### config.mk
export PLATFORM = sky130hd
export DESIGN_NAME = kamus_if_stage
export DESIGN_NICKNAME = d
export VERILOG_FILES = /design/src/rtl/kamus_if_stage.sv
export SDC_FILE = /design/constraint.sdc
export NUM_CORES = 1
export LEC_CHECK = 0
export CAP_MARGIN = 10
export CORE_ASPECT_RATIO = 0.6
export CORE_MARGIN = 4
export CORE_UTILIZATION = 55
export CTS_CLUSTER_SIZE = 16
export DETAILED_ROUTE_END_ITERATION = 12
export GPL_TIMING_DRIVEN = 0
export HOLD_SLACK_MARGIN = 0.05
export PLACE_DENSITY = 0.79
export SLEW_MARGIN = 20
export SYNTH_ARGS = -nofsm -noshare
export SYNTH_HDL_FRONTEND = slang
export SYNTH_SLANG_ARGS = --single-unit
### constraint.sdc
create_clock -name clk_i -period 5.85 [get_ports clk_i]
set_input_delay 0.8775 -clock clk_i [delete_from_list [all_inputs] [get_ports clk_i]]
set_output_delay 0.8775 -clock clk_i [all_outputs]
set_load 0.01 [all_outputs]
### src/rtl/kamus_if_stage.sv
// kamus_if_stage: instruction fetch stage with req/gnt/rvalid memory port, in-order PC queue
// and a DEPTH-entry instruction FIFO toward the decoder; redirects flush and drain stale responses.
module kamus_if_stage #(
  parameter int                      PC_WIDTH = 32,
  parameter logic [PC_WIDTH-1:0]     RESET_PC = '0,
  parameter int                      DEPTH    = 2
) (
  input  logic                clk_i,
  input  logic                rst_ni,
  output logic                imem_req_o,
  output logic [PC_WIDTH-1:0] imem_addr_o,
  input  logic                imem_gnt_i,
  input  logic                imem_rvalid_i,
  input  logic [31:0]         imem_rdata_i,
  input  logic                redirect_i,
  input  logic [PC_WIDTH-1:0] redirect_pc_i,
  output logic                instr_valid_o,
  input  logic                instr_ready_i,
  output logic [31:0]         instr_o,
  output logic [PC_WIDTH-1:0] pc_o
);
  localparam int AW = $clog2(DEPTH);
  localparam int CW = $clog2(DEPTH + 1);
  localparam logic [31:0] NOP = 32'h0000_0013;

  typedef enum logic [1:0] {BOOT, FETCH, DRAIN} state_e;

  state_e                state_q, state_d;
  logic [PC_WIDTH-1:0]   pc_q, pc_d;
  logic [CW-1:0]         outst_q, outst_d, disc_q, disc_d, cnt_q, cnt_d;
  logic [AW-1:0]         wr_q, wr_d, rd_q, rd_d, pq_wr_q, pq_wr_d, pq_rd_q, pq_rd_d;
  logic [PC_WIDTH-1:0]   pq_q [DEPTH];
  logic [PC_WIDTH-1:0]   pq_d [DEPTH];
  logic [PC_WIDTH-1:0]   fp_q [DEPTH];
  logic [PC_WIDTH-1:0]   fp_d [DEPTH];
  logic [31:0]           fi_q [DEPTH];
  logic [31:0]           fi_d [DEPTH];
  logic [31:0]           last_instr_q, last_instr_d;
  logic [PC_WIDTH-1:0]   last_pc_q, last_pc_d;
  logic                  gnt_ok, rv, push, pop;

  function automatic logic [AW-1:0] inc(input logic [AW-1:0] p);
    return (p == AW'(DEPTH - 1)) ? '0 : p + AW'(1);
  endfunction

  always_comb begin
    state_d      = state_q;
    pc_d         = pc_q;
    disc_d       = disc_q;
    wr_d         = wr_q;
    rd_d         = rd_q;
    pq_wr_d      = pq_wr_q;
    pq_rd_d      = pq_rd_q;
    pq_d         = pq_q;
    fp_d         = fp_q;
    fi_d         = fi_q;
    last_instr_d = last_instr_q;
    last_pc_d    = last_pc_q;
    imem_req_o   = state_q == FETCH && ({1'b0, outst_q} + {1'b0, cnt_q} < (CW+1)'(DEPTH));
    gnt_ok       = imem_req_o & imem_gnt_i;
    rv           = imem_rvalid_i && outst_q != '0;
    push         = rv && disc_q == '0 && state_q == FETCH && !redirect_i;
    pop          = cnt_q != '0 && instr_ready_i && !redirect_i;
    outst_d      = outst_q + CW'(gnt_ok) - CW'(rv);
    cnt_d        = redirect_i ? '0 : cnt_q + CW'(push) - CW'(pop);
    if (gnt_ok) begin
      pq_d[pq_wr_q] = pc_q;
      pq_wr_d       = inc(pq_wr_q);
      pc_d          = pc_q + PC_WIDTH'(4);
    end
    if (rv) pq_rd_d = inc(pq_rd_q);
    if (rv && disc_q != '0) disc_d = disc_q - CW'(1);
    if (push) begin
      fi_d[wr_q] = imem_rdata_i;
      fp_d[wr_q] = pq_q[pq_rd_q];
      wr_d       = inc(wr_q);
    end
    if (pop) begin
      last_instr_d = fi_q[rd_q];
      last_pc_d    = fp_q[rd_q];
      rd_d         = inc(rd_q);
    end
    // A flush discards every request still in flight, including one granted this cycle
    if (redirect_i) begin
      pc_d = redirect_pc_i & ~PC_WIDTH'(3);
      wr_d = '0;
      rd_d = '0;
      if (state_q == FETCH) disc_d = outst_d;
    end
    state_d = state_q == BOOT  ? FETCH :
              state_q == DRAIN ? (disc_d == '0 ? FETCH : DRAIN) :
              (redirect_i && outst_d != '0) ? DRAIN : FETCH;
  end

  always_ff @(posedge clk_i or negedge rst_ni) begin
    if (!rst_ni) begin
      state_q      <= BOOT;
      pc_q         <= RESET_PC;
      outst_q      <= '0;
      disc_q       <= '0;
      cnt_q        <= '0;
      wr_q         <= '0;
      rd_q         <= '0;
      pq_wr_q      <= '0;
      pq_rd_q      <= '0;
      pq_q         <= '{default: '0};
      fp_q         <= '{default: '0};
      fi_q         <= '{default: '0};
      last_instr_q <= NOP;
      last_pc_q    <= RESET_PC;
    end else begin
      state_q      <= state_d;
      pc_q         <= pc_d;
      outst_q      <= outst_d;
      disc_q       <= disc_d;
      cnt_q        <= cnt_d;
      wr_q         <= wr_d;
      rd_q         <= rd_d;
      pq_wr_q      <= pq_wr_d;
      pq_rd_q      <= pq_rd_d;
      pq_q         <= pq_d;
      fp_q         <= fp_d;
      fi_q         <= fi_d;
      last_instr_q <= last_instr_d;
      last_pc_q    <= last_pc_d;
    end
  end

  assign imem_addr_o   = pc_q;
  assign instr_valid_o = cnt_q != '0;
  assign instr_o       = instr_valid_o ? fi_q[rd_q] : last_instr_q;
  assign pc_o          = instr_valid_o ? fp_q[rd_q] : last_pc_q;

  a_no_orphan_rvalid: assert property (@(posedge clk_i) disable iff (!rst_ni)
    imem_rvalid_i |-> outst_q != '0);
endmodule
==> results by group, run 1 <==
Detailed routing
  • DRC: 0
  • Total wire length: around 33000 um
  • DR WL/cell: ~20 um
  • Detailed-route via count: around 10000
  • Antenna Nets Post-Route: 0
  • Drt pass-1 iters: 5
  • Iter 0 DRT Violations: approximately 1100
  • Via density: between 5 and 6

Power
  • Peak supply drop: between 0.2 and 0.3 mV
  • Switching share of power: 33.12%
  • Flop pwr share: 42.8%
  • Pint: between 0.004 and 0.005 W
  • Clk pwr share: around 23%
  • NetSw: 0.002358 W
  • Logic gate share of total power: between 30% and 40%
  • Pwr Density: between 400 and 500 nW/um^2
  • P_leak: between 6 and 7 nW

Critical path
  • FF-to-FF Start: cnt_q[0]
  • R2R Path End: state_q[0]
  • Critical Path End Type: primary output
  • Register-to-Register Path Depth: 11
  • CP Class: flip-flop to primary output
  • Max FO, Critical Path: 10
  • Startpoint types: flip-flop
  • CP Data Arrival Time: 3420 ps
  • WP data required: 4970 ps
  • R2R setup slack: 2860 ps

Yosys
  • Avg Cell Area, Syn: between 10 and 15 sq um
  • Asr flop ratio synth: between 90% and 100%
  • FF+latch count, synth: 288
  • Ys flop type: dfrtp_1
  • Seq/Total Area, Yosys: about 56%
  • EDFF count, synth: 0
  • Gate Count Post-Synth: roughly 1200
  • Synthesized area: 12970 sq um
  • Synth cell types: 45
  • Synth warn: 0

STA
  • Hold WS: around 360 ps
  • Pins Over Slew Limit: 0
  • RSZ-0062 raised after global routing: no
  • Endpoints failing setup: 0
  • Slew HR: between 40% and 50%
  • Worst Tran Pin Value: slightly below 900 ps
  • Fmax: around 230 MHz
  • Clock Skew: between 15 and 20 ps
  • Fin crit share: about three quarters
  • Setup TNS Final: 0 ps
  • Period minus WS final: between 4000 and 5000 ps
  • Final hold vios: 0

GRT
  • Pin count of the biggest net entering global routing: roughly 100
  • Initial antenna violation count: 0
  • GRT Total Usage: about a quarter
  • Global-route wire length before repair: between 50000 and 60000 um
  • GR Overflow Total: 0
  • Vias in the first global route: about 10000

Clock tree
  • CTS Buf Count: 26
  • Clk sinks: 288
  • Postcts setup bufs: 0
  • TritonCTS clock tree: done
  • CTS Hold Bufs: 0
  • Worst-path clk slew: 60 ps
  • H-tree Lvls: 1
  • Post-CTS sizing: 0
  • CTS Buffer Depth: 3
  • Skew-Pair Late Insertion Delay: 530 ps
  • CTS root buffer: clkbuf_16

Cells and area
  • Design Area, Final: 15820 sq um
  • Leading cell type in the layout, fill and taps excluded: dfrtp_1
  • Final nets: around 1500
  • Ant diodes: 0
  • Area growth from synthesis to layout: 21.97%
  • Commonest non-fill, non-tap cells in the layout: 285 x dfrtp_1, 159 x clkdlybuf4s50_1, 148 x nor2_1
  • Share of layout cells above drive strength 1: ~14%

Placement
  • DP HPWL: 23930 um
  • Gpl congestion: between 0.8 and 0.9
  • Placed Area: 15040 sq um
  • IO buf count: 160

Floorplan
  • Initial Util: 56.07%
  • # IOs: roughly 170
  • Core ar.: ~23000 sq um
  • Die area: ~26000 sq um
  • Std cell rows: 43
  • Overall die height: around 130 um
  • Die W: between 200 and 250 um

Run status
  • Outcome: complete, no violations

Job
  • Max-cap viol count: 0

Min path
  • Min-delay worst type: input pin to async pin
==> cell type report <==
cell class	count	area (sq um)
Tap cell	315	394.1
Clock inverter	6	33.78
Buffer	87	430.4
Clock buffer	36	749.5
Fill cell	1715	7312
Sequential cell	288	7211
Multi-Input combinational cell	807	5301
Timing Repair Buffer	162	1662
Inverter	11	41.29
==> Yosys cell counts, drive strengths merged (7+ instances only) <==
cell    instances  area [sq um]
or4            14         105.1
a31oi          18         112.6
nor2          148         555.5
nand3          16         80.08
and3            8         52.55
nand4          14         87.58
o31ai          15         112.6
buf            34         191.4
a21oi         125         625.6
mux2i          93         930.9
xor2            8         70.07
dfrtp         285          7132
inv            11         41.29
mux2          123          1385
clkbuf         53         239.0
nand2          88         330.3
xnor2           7         61.31
o21ai          80         400.4
==> sequential cells by signal (all words and copies together) (netlist names), 2 cells and up <==
| signal | count |
|---|---|
| cnt_q | 2 |
| disc_q | 2 |
| fi_q | 64 |
| fp_q | 60 |
| imem_addr_o | 30 |
| last_instr_q | 32 |
| last_pc_q | 30 |
| outst_q | 2 |
| pq_q | 60 |
| state_q | 2 |
==> critical path, cell delays in order (launching register included) <==
cell             delay, ps
dfrtp_1                430
or2_2                  140
clkbuf_1               490
clkbuf_1               450
buf_1                  560
a21oi_1                280
clkdlybuf4s50_1        550
==> power groups by stage <==
stage               Sequential, W  Clock [W]  Combinational, W
finish                    0.00305    0.00162           0.00245
global route              0.00313    0.00172           0.00270
CTS                       0.00304    0.00164           0.00246
detailed placement        0.00308          0           0.00244
global placement          0.00305          0           0.00236
floorplan                 0.00297          0           0.00152
==> worst max-delay path by stage <==
stage                         from         endpoint  slack, ps  cells after the start
after global routing      cnt_q[1]         pc_o[15]       1360                      6
after detailed placement  cnt_q[1]         pc_o[17]       2180                      6
final                     cnt_q[1]         pc_o[15]       1550                      6
after global placement      rst_ni  imem_addr_o[26]      -8240                      1
after CTS                 cnt_q[1]         pc_o[17]       1610                      6
after floorplan           cnt_q[0]       imem_req_o       3200                      5
==> cell families (layout without fill, tap and decap cells) <==
kind of cell,Yosys count,in the layout,share of synthesized area [%]
and+or+nand+nor,319,319,10.98
muxes,216,216,17.85
buffers and inverters,98,302,3.636
xor gates and xnor gates,15,15,1.013
DFF,288,288,55.58
other,1,4,0.02891
adders and majority gates,7,7,0.7330
AOI/OAI and AO/OA,246,246,10.18
==> metal layers <==
metal  global-route usage [%]  wire [um]  share of wire, %  up-vias
li1                         -          -                 -     4556
met1                    41.01      15830                47     5012
met2                    36.94      14500                43      408
met3                    4.522       2481               7.4       59
met4                    4.769        636               1.9        0
met5                        0          0                 0        -
==> metrics by stage <==
step                      utilization (%)  instances  power, W  setup WS, ps
after floorplan                         -       1193  0.004484          3200
after global placement              64.75       1668  0.005409         -8245
after detailed placement            65.01       1670  0.005518          2176
after CTS                           68.39       1712  0.007147          1610
after global routing                68.39       1712  0.007551          1357
final                               68.39       1712  0.007120          1551
(Power assumes the default switching activity.)
==> inputs of run 2 (changes only) <==
==> constraint.sdc (replaced) <==
create_clock -name clk_i -period 4.48 [get_ports clk_i]
set_input_delay 0.672 -clock clk_i [delete_from_list [all_inputs] [get_ports clk_i]]
set_output_delay 0.672 -clock clk_i [all_outputs]
set_load 0.01 [all_outputs]
==> results of run 2 <==
Same layout as run 1 (identical final DEF). Status: complete, no violations.
Main changes from that run: setup slack after placement 2176 ps -> 1012 ps; setup slack after layout 1551 ps -> 386.1 ps; hold slack 360.7 ps -> 155.2 ps; register-to-register setup slack 2860 ps -> 1490 ps; total power 0.007120 W -> 0.009298 W; worst IR drop on VDD 0.2565 mV -> 0.3350 mV
==> inputs of run 3 (changes only) <==
--- a/config.mk
+++ b/config.mk
@@ -6,7 +6,7 @@
 export NUM_CORES = 1
 export LEC_CHECK = 0
 export CAP_MARGIN = 10
-export CORE_ASPECT_RATIO = 0.6
+export CORE_ASPECT_RATIO = 0.7
 export CORE_MARGIN = 4
 export CORE_UTILIZATION = 55
 export CTS_CLUSTER_SIZE = 16
==> results by group, run 3 (synthesized netlist as in run 1, its figures left out) <==
Clock tree
  • Skew-Pair Late Insertion Delay: 540 ps
  • CTS root buffer: clkbuf_16
  • Postcts setup bufs: 0
  • CTS Buf Count: 28
  • H-tree Lvls: 1
  • Clk sinks: between 200 and 300
  • Post-CTS sizing: 0
  • Worst-path clk slew: around 70 ps
  • CTS Hold Bufs: 1
  • CTS Buffer Depth: 3
  • TritonCTS clock tree: done

Floorplan
  • Die area: about 26000 sq um
  • Die W: about 190 um
  • Overall die height: between 100 and 150 um
  • Std cell rows: 46
  • # IOs: 168
  • Initial Util: 56.63%
  • Core ar.: between 20000 and 25000 sq um

Cells and area
  • Reg area: just over 7000 sq um
  • Leading cell type in the layout, fill and taps excluded: dfrtp_1
  • Ant diodes: 0
  • Area growth from synthesis to layout: 23.41%
  • Multi-input gate area: around 5300 sq um
  • Top Registers: fi_q (64), fp_q (60), pq_q (60)
  • Top reg by flops: fi_q
  • Non-Filler Instances: roughly 1700
  • Largest register FFs: 64
  • Share of layout cells above drive strength 1: 14.62%
  • Fillcell total: 1715
  • Final nets: roughly 1500
  • Commonest non-fill, non-tap cells in the layout: 285 x dfrtp_1, 159 x clkdlybuf4s50_1, 148 x nor2_1

Critical path
  • R2R setup slack: 1440 ps
  • Register-to-Register Path Depth: 11
  • R2R Path End: state_q[0]
  • Critical Path End Type: primary output
  • Max FO, Critical Path: 10
  • Worst setup endpoint: pc_o[17]
  • Worst Setup SP: cnt_q[1]
  • CP Class: flip-flop to primary output
  • FF-to-FF Start: cnt_q[0]
  • WP data required: 3810 ps
  • Startpoint types: flip-flop
  • CP Data Arrival Time: 3370 ps

GRT
  • Initial antenna violation count: 1
  • Vias in the first global route: 10100
  • Global-route wire length before repair: roughly 53000 um
  • GR Overflow Total: 0
  • Pin count of the biggest net entering global routing: 96
  • GRT Total Usage: 25.42%

Job
  • Max-cap viol count: 0

STA
  • RSZ-0062 raised after global routing: no
  • Fmax: 247.5 MHz
  • Period minus WS final: 4040 ps
  • Pins Over Slew Limit: 0
  • Fin crit share: 90.18%
  • Worst Tran Pin Value: a little under 900 ps
  • Final hold vios: 0
  • Clock Skew: 13.81 ps
  • Endpoints failing setup: 0
  • Slew HR: about two fifths

Power
  • Switching share of power: 32.37%
  • Flop pwr share: a little over two fifths
  • Total power: approximately 0.0096 W
  • NetSw: slightly above 0.003 W
  • Clk pwr share: between 20% and 30%
  • Logic gate share of total power: about 33%
  • Pwr Density: a little under 600 nW/um^2
  • Pint: roughly 0.0065 W
  • Peak supply drop: 0.3625 mV
  • P_leak: 6.895 nW

Detailed routing
  • Drt pass-1 iters: 5
  • Via density: 5.790
  • Total wire length: ~33000 um
  • DRC: 0
  • Detailed-route via count: ~10000
  • DR WL/cell: about 19 um
  • Antenna Nets Post-Route: 0
  • Iter 0 DRT Violations: about 840

Placement
  • IO buf count: between 150 and 200
  • Gpl congestion: 0.8745
  • DP HPWL: 23780 um
  • Post-Place Cells: approximately 1700

Run status
  • Outcome: complete, no violations

Min path
  • Hold path depth: 2
  • Min-delay worst type: flip-flop to flip-flop
## run 3: cell count changes in the layout (fill, tap and decap cells not counted)
cell,delta
clkinv_2,+1
clkbuf_8,+2
inv_6,-1
buf_16,+1
bufinv_16,+2
clkbuf_16,+2
clkbuf_1,+3
dlygate4sd3_1,+1
clkinvlp_4,+1
## run 3: stage by stage
step / utilization (%) / hold WS, ps / area [sq um] / TNS [ps] / setup WS (ps)
floorplan: - / 376.4 / 12980 / 0 / 1840
global placement: 65.38 / 461.7 / 14980 / -2693730 / -9429
detailed placement: 65.76 / 471.0 / 15060 / 0 / 947.5
CTS: 69.89 / 485.0 / 16010 / 0 / 486.1
global route: 69.89 / 498.4 / 16010 / 0 / 252.6
finish: 69.89 / 482.1 / 16010 / 0 / 439.7
## run 3: area by class of cell
type / count / share of cell area [%]
clock inverters: 9 / 0.6096
clock buffers: 43 / 5.236
multi-input cells: 807 / 33.11
repair buffers: 164 / 10.61
flip-flops and latches: 288 / 45.04
well taps: 312 / 2.438
plain buffers: 87 / 2.689
inverters: 11 / 0.2579
## run 3: worst max-delay path, cell delays in order (launching register included)
cell             delay (ps)
dfrtp_1                 420
or2_2                   130
clkbuf_1                480
clkbuf_1                490
buf_1                   510
a21oi_1                 250
clkdlybuf4s50_1         540
## run 3: power by group through the flow
| stage | Combinational (W) | Clock (W) | Sequential (W) |
|---|---|---|---|
| 2_1_floorplan | 0.00198 | 0 | 0.00388 |
| 3_3_place_gp | 0.00307 | 0 | 0.00398 |
| 3_5_place_dp | 0.00318 | 0 | 0.00402 |
| 4_1_cts | 0.00321 | 0.00241 | 0.00398 |
| 5_1_grt | 0.00351 | 0.00252 | 0.00409 |
| 6_report | 0.00318 | 0.00239 | 0.00399 |
## run 3: worst min path at each step
| stage | to | slack [ps] | startpoint |
|---|---|---|---|
| finish | last_instr_q[12] | 480 | last_instr_q[12] |
| global route | last_instr_q[4] | 500 | last_instr_q[4] |
| CTS | last_instr_q[12] | 480 | last_instr_q[12] |
| detailed placement | last_instr_q[12] | 470 | last_instr_q[12] |
| global placement | last_instr_q[2] | 460 | last_instr_q[2] |
| floorplan | cnt_q[0] | 380 | rst_ni |
## run 3: per-layer routing
layer / vias up / share of wire (%) / track usage [%]
li1: 4568 / - / -
met1: 5008 / 45 / 38.13
met2: 347 / 46 / 39.47
met3: 42 / 6.9 / 4.717
met4: 0 / 1.6 / 5.024
met5: - / 0 / 0
